`src/rtl/fir_buf_wr.sv`:
```
// Write-side address generator for the banked FIR sample RAM: round-robin bank
// distribution, registered RAM write port and occupancy tracking against the reader.
module fir_buf_wr #(
  parameter int DW = 16,
  parameter int AW = 10
) (
  input  logic          clk,
  input  logic          r,
  input  logic          mode,
  input  logic          clr,
  input  logic          in_valid,
  input  logic [DW-1:0] in_data,
  output logic          in_ready,
  input  logic          rd_en,
  output logic          wr_en,
  output logic [1:0]    wr_bank,
  output logic [AW-1:0] wr_addr,
  output logic [DW-1:0] wr_data,
  output logic [AW+2:0] level,
  output logic          full,
  output logic          empty,
  output logic          ovf,
  output logic          udf,
  output logic [1:0]    dbg_state
);

  // Handshake: a sample transfers on every rising edge where in_valid && in_ready;
  // in_ready depends only on registered state, and in_data is captured at that edge.

  localparam int LW = AW + 3;
  localparam logic [LW-1:0] CAP3 = LW'(3 * (2 ** AW));
  localparam logic [LW-1:0] CAP4 = LW'(4 * (2 ** AW));

  typedef enum logic [1:0] {
    S_EMPTY = 2'd0,
    S_FILL  = 2'd1,
    S_FULL  = 2'd2
  } state_e;

  state_e          state_q, state_d;
  logic [LW-1:0]   level_q, level_d;
  logic [1:0]      bank_q, bank_d;
  logic [AW-1:0]   addr_q, addr_d;
  logic            wr_en_q;
  logic [1:0]      wr_bank_q;
  logic [AW-1:0]   wr_addr_q;
  logic [DW-1:0]   wr_data_q;
  logic            ovf_q, udf_q;
  logic            mode_q;
  logic            rst_hold_q;
  logic            accept, drain;
  logic [LW-1:0]   cap;
  logic [1:0]      last_bank;

  assign in_ready = (state_q != S_FULL);

  always_comb begin
    accept    = in_valid && in_ready;
    drain     = rd_en && (state_q != S_EMPTY);
    cap       = mode_q ? CAP3 : CAP4;
    last_bank = mode_q ? 2'd2 : 2'd3;

    level_d = level_q;
    if (accept && !drain) begin
      level_d = level_q + 1'b1;
    end else if (!accept && drain) begin
      level_d = level_q - 1'b1;
    end

    // '>=' also recovers a pointer left on bank 3 when the buffer drained in
    // 4-bank mode and was then switched to 3 banks.
    bank_d = bank_q;
    addr_d = addr_q;
    if (accept) begin
      if (bank_q >= last_bank) begin
        bank_d = 2'd0;
        addr_d = addr_q + 1'b1;
      end else begin
        bank_d = bank_q + 2'd1;
      end
    end

    state_d = state_q;
    case (state_q)
      S_EMPTY: if (accept) state_d = S_FILL;
      S_FILL: begin
        if (level_d == cap)     state_d = S_FULL;
        else if (level_d == '0) state_d = S_EMPTY;
      end
      S_FULL:  if (drain) state_d = S_FILL;
      default: state_d = S_EMPTY;
    endcase
  end

  always_ff @(posedge clk or negedge r) begin
    if (!r) begin
      state_q   <= S_EMPTY;
      level_q   <= '0;
      bank_q    <= '0;
      addr_q    <= '0;
      wr_en_q   <= 1'b0;
      wr_bank_q <= '0;
      wr_addr_q <= '0;
      wr_data_q <= '0;
      ovf_q     <= 1'b0;
      udf_q     <= 1'b0;
    end else if (clr) begin
      state_q   <= S_EMPTY;
      level_q   <= '0;
      bank_q    <= '0;
      addr_q    <= '0;
      wr_en_q   <= 1'b0;
      wr_bank_q <= '0;
      wr_addr_q <= '0;
      wr_data_q <= '0;
      ovf_q     <= 1'b0;
      udf_q     <= 1'b0;
    end else begin
      state_q <= state_d;
      level_q <= level_d;
      bank_q  <= bank_d;
      addr_q  <= addr_d;
      wr_en_q <= accept;
      if (accept) begin
        wr_bank_q <= bank_q;
        wr_addr_q <= addr_q;
        wr_data_q <= in_data;
      end
      if (in_valid && !in_ready)         ovf_q <= 1'b1;
      if (rd_en && state_q == S_EMPTY)   udf_q <= 1'b1;
    end
  end

  // Remembers that reset was seen so the mode flop can sample mode without
  // using the asynchronous reset net as a synchronous term.
  always_ff @(posedge clk or negedge r) begin
    if (!r) rst_hold_q <= 1'b1;
    else    rst_hold_q <= 1'b0;
  end

  always_ff @(posedge clk) begin
    if (rst_hold_q || clr || (state_q == S_EMPTY && !accept)) begin
      mode_q <= mode;
    end
  end

  assign wr_en     = wr_en_q;
  assign wr_bank   = wr_bank_q;
  assign wr_addr   = wr_addr_q;
  assign wr_data   = wr_data_q;
  assign level     = level_q;
  assign full      = (state_q == S_FULL);
  assign empty     = (state_q == S_EMPTY);
  assign ovf       = ovf_q;
  assign udf       = udf_q;
  assign dbg_state = state_q;

endmodule

```
`config.mk`:
```
export PLATFORM = sky130hd
export DESIGN_NAME = fir_buf_wr
export DESIGN_NICKNAME = d
export VERILOG_FILES = /design/src/rtl/fir_buf_wr.sv
export SDC_FILE = /design/constraint.sdc
export NUM_CORES = 1
export LEC_CHECK = 0
export CORE_ASPECT_RATIO = 0.7
export CORE_MARGIN = 2
export CORE_UTILIZATION = 45
export DETAILED_ROUTE_END_ITERATION = 7
export PLACE_DENSITY = 0.76
export SLEW_MARGIN = 30
export SYNTH_ARGS = -nofsm -noshare
export SYNTH_HDL_FRONTEND = slang
export SYNTH_SLANG_ARGS = --single-unit
```
`constraint.sdc`:
```
create_clock -name clk -period 2.5 [get_ports clk]
set_input_delay 0.5 -clock clk [delete_from_list [all_inputs] [get_ports clk]]
set_output_delay 0.5 -clock clk [all_outputs]
set_load 0.005 [all_outputs]
```
==> results of run 1 <==
[timing repair]
action,CTS,global route
setup endpoints to repair,2,3
pin swaps,8,8
buffers inserted,5,4
gates resized for setup,17,19
[per-layer routing]
layer,vias up,global-route usage
met5,-,0
met4,0,0.0687
met3,7,0.0637
met2,89,0.371
met1,1426,0.350
li1,1412,-
[registers in the layout (all words and copies together), names as in the netlist]
| name | flops |
|---|---|
| ovf | 1 |
| wr_en | 1 |
| wr_addr | 10 |
| wr_bank | 2 |
| rst_hold_q | 1 |
| mode_q | 1 |
| dbg_state | 2 |
| wr_data | 16 |
| addr_q | 10 |
| level | 13 |
| bank_q | 2 |
| udf | 1 |
[placed cells by master (no fill, tap or decap), drive strengths merged, types with 2 or more instances in the layout]
cell           synthesis  final
ha                     4      4
nor3                   7      7
and3                   4      4
or3                    3      3
o2111ai                3      3
nor4                   3      3
dfrtp                 58     58
nand4                  4      4
clkinv                 0      2
nand2                 64     64
clkdlybuf4s50          0     66
a2111oi                4      4
a22oi                  2      2
o21ai                  6      6
mux2i                  4      4
a21oi                 37     37
xor2                  16     16
nand3                  7      7
buf                    8     80
dlygate4sd2            0      2
clkbuf                14     12
o211ai                 2      2
nor2                  36     36
or4                    4      4
o22ai                  3      3
inv                    8      8
a211oi                 4      4
xnor2                  5      5
nand2b                 3      3
[metrics by stage]
stage               setup TNS [ns]   util
floorplan                   -0.224      -
global placement             -1.71  0.641
detailed placement           -1.76  0.641
CTS                         -0.326  0.686
global route                -0.621  0.706
finish                      -0.353  0.706
[power by group through the flow]
stage | Combinational [mW] | Sequential (mW) | Clock, mW
3_5_place_dp | 0.889 | 1.09 | 0
6_report | 1.04 | 1.07 | 0.874
2_1_floorplan | 0.384 | 1.10 | 0
3_3_place_gp | 0.884 | 1.09 | 0
5_1_grt | 1.12 | 1.08 | 0.941
4_1_cts | 0.953 | 1.07 | 0.895
[worst max path at each step]
stage | to | slack [ns] | cells past startpoint
final | dbg_state[0] | -0.23 | 7
after global routing | dbg_state[0] | -0.34 | 9
after CTS | dbg_state[0] | -0.23 | 9
after detailed placement | dbg_state[0] | -0.74 | 8
after global placement | dbg_state[0] | -0.70 | 8
after floorplan | dbg_state[0] | -0.19 | 8
[cell families after synthesis]
group / synth area share
xor gates and xnor gates: 0.0592
DFF: 0.485
adders and majority gates: 0.0161
muxes: 0.0205
AOI/OAI and AO/OA: 0.144
buffers and inverters: 0.0628
other: 0.00121
and+or+nand+nor: 0.211
[layout make-up]
class | instances | share of cell area
clock inverter | 4 | 0.0100
tap | 94 | 0.0248
clock buffer | 12 | 0.0327
sequential | 60 | 0.318
timing repair buffer | 148 | 0.276
inverter | 8 | 0.00632
multi-input combinational | 242 | 0.333
[worst register-to-register path, cell delays in order (launching register included)]
cell and delay (ns):
dfrtp_1 0.40, or4_4 0.58, a2111oi_4 0.34, o22ai_1 0.15, xor2_1 0.18, or4b_4 0.51, a2111oi_2 0.30, o32ai_1 0.11
==> flow_summary.yaml, run 1 <==
detailed_routing:
  wire_per_inst_um: 15.5
  wl_met2_um: 4080
  drc_errors: 0
  initialDrtViolationCount: 246
  firstDrtPassIters: 4
  avgViaCountPerCell: 5.17
  ant_nets: 0
  wl_met1_um: 4110
  met3WireLength_um: 544
  vias: 2934
  wl_um: 8820
  highest_layer: "met4"
global_route:
  grt_start_max_net_pins: 39
  grt_pass1_wl_um: 14000
  grt_use_total: 0.245
  overflow: 0
  antenna_found_initial: 0
  grt_pass1_vias: 2864
sta:
  tightest_slew_ns: 0.550
  rsz0062_at_grt: "true"
  drv_slew: 0
  fmax_mhz: 367
  setup_violations: 2
  worst_hold_slack_ns: 0.144
  fin_crit_sh: 1.09
  fin_crit_ns: 2.73
  slew_headroom: 0.633
  finalHoldViolCount: 0
  clock_skew_ns: 0.0104
  fin_ws_ns: -0.228
final_layout:
  area_delta_synth_final_pct: 52.7
  n_antenna_cell: 0
  drive_gt1_frac: 0.274
  fin_nets: 495
  stdcell_area_sq_um: 4750
  fillers: 509
  multi_input_area_sq_um: 1580
  seq_area_sq_um: 1510
  fin_cells: 568
power:
  swShare: 0.293
  powerDensity_nw_per_um2: 629
  clkPwrFrac: 0.293
  combPwrFrac: 0.348
  power_frac_seq: 0.360
  p_int_mw: 2.11
  net-switching-power_mw: 0.876
  power_mw: 2.99
  cellLeakagePower_nw: 2.10
  peakVddDrop_mv: 0.362
clocking:
  cts_buffers: 9
  cts.sink_count: 60
  cts_tree: "done"
  htree_levels: 3
  clockBufferDepth: 2
  clk_pin_slew_ns: 0.07
  clkLatencyLatePin_ns: 0.33
  cts_hold_buf: 0
  clockRootBuffer: "clkbuf_8"
placed_design:
  placed_cells: 544
  dpl_cell_area_sq_um: 4310
  io_buffers: 70
  dp_slack_ns: -0.743
  gp_congestion: 0.926
  dp.final_hpwl_um: 6480
logic_synthesis:
  ys_warn_count: 0
  synth_area_sq_um: 3110
  avgSynthCellArea_sq_um: 9.37
  synthArstFlopShare: 0.983
  synth_top_area_cell: "dfrtp_1"
  synth_edf_count: 1
  yosysMostFrequentCell: "nand2_1"
  ys_types: 51
  synth_nets: 358
  ys_ff_latch: 60
  yosys-top-cells-area: "dfrtp_1, nand2_1, a21oi_1"
  yosys-top-cells-count: "nand2_1, dfrtp_1, a21oi_1"
  synth_top_area_frac: 0.467
  synth_seq_area_share: 0.485
  synth_cells: 332
  synthFlopType: "dfrtp_1"
run:
  drv_cap: 0
outcome:
  status: "complete, but fails checks"
  violations: "setup timing"
floorplanning:
  num_rows: 25
  die_area_sq_um: 7600
  die_width_um: 103
  coreArea_sq_um: 6730
  start_util: 0.462
  io_pins: 71
  die_h_um: 73.5
setup_path:
  r2r_end: "dbg_state[0]"
  r2r_cells: 7
  cp.required_ns: 2.70
  worstSetupStartpointType: "flip-flop"
  path_class: "flip-flop to flip-flop"
  cp_top_family: "simple AND/OR/NAND/NOR gates"
  r2r_start: "level[7]"
  startpoint: "level[7]"
  critical_path_buf_inv_count: 0
  cpMaxStageDelayCell: "or4_4"
  cp_slowest_stage_delay_ns: 0.58
  worstPathArrival_ns: 2.92
  cp_max_fo: 3
  critPathCaptureType: "flip-flop"
  r2r_slack_ns: -0.23
  crit_chain: "or4_4 > a2111oi_4 > o22ai_1 > xor2_1 > or4b_4 > a2111oi_2 > o32ai_1"
worst_hold_path:
  min_path_type: "input port to async pin"
Note: power is estimated with default switching activity, not from simulation.
==> run 2, diff against run 1 <==
CTS_CLUSTER_DIAMETER = 120   (was default)
==> results of run 2 <==
The final DEF is identical to that of run 1; final timing and power are the same.
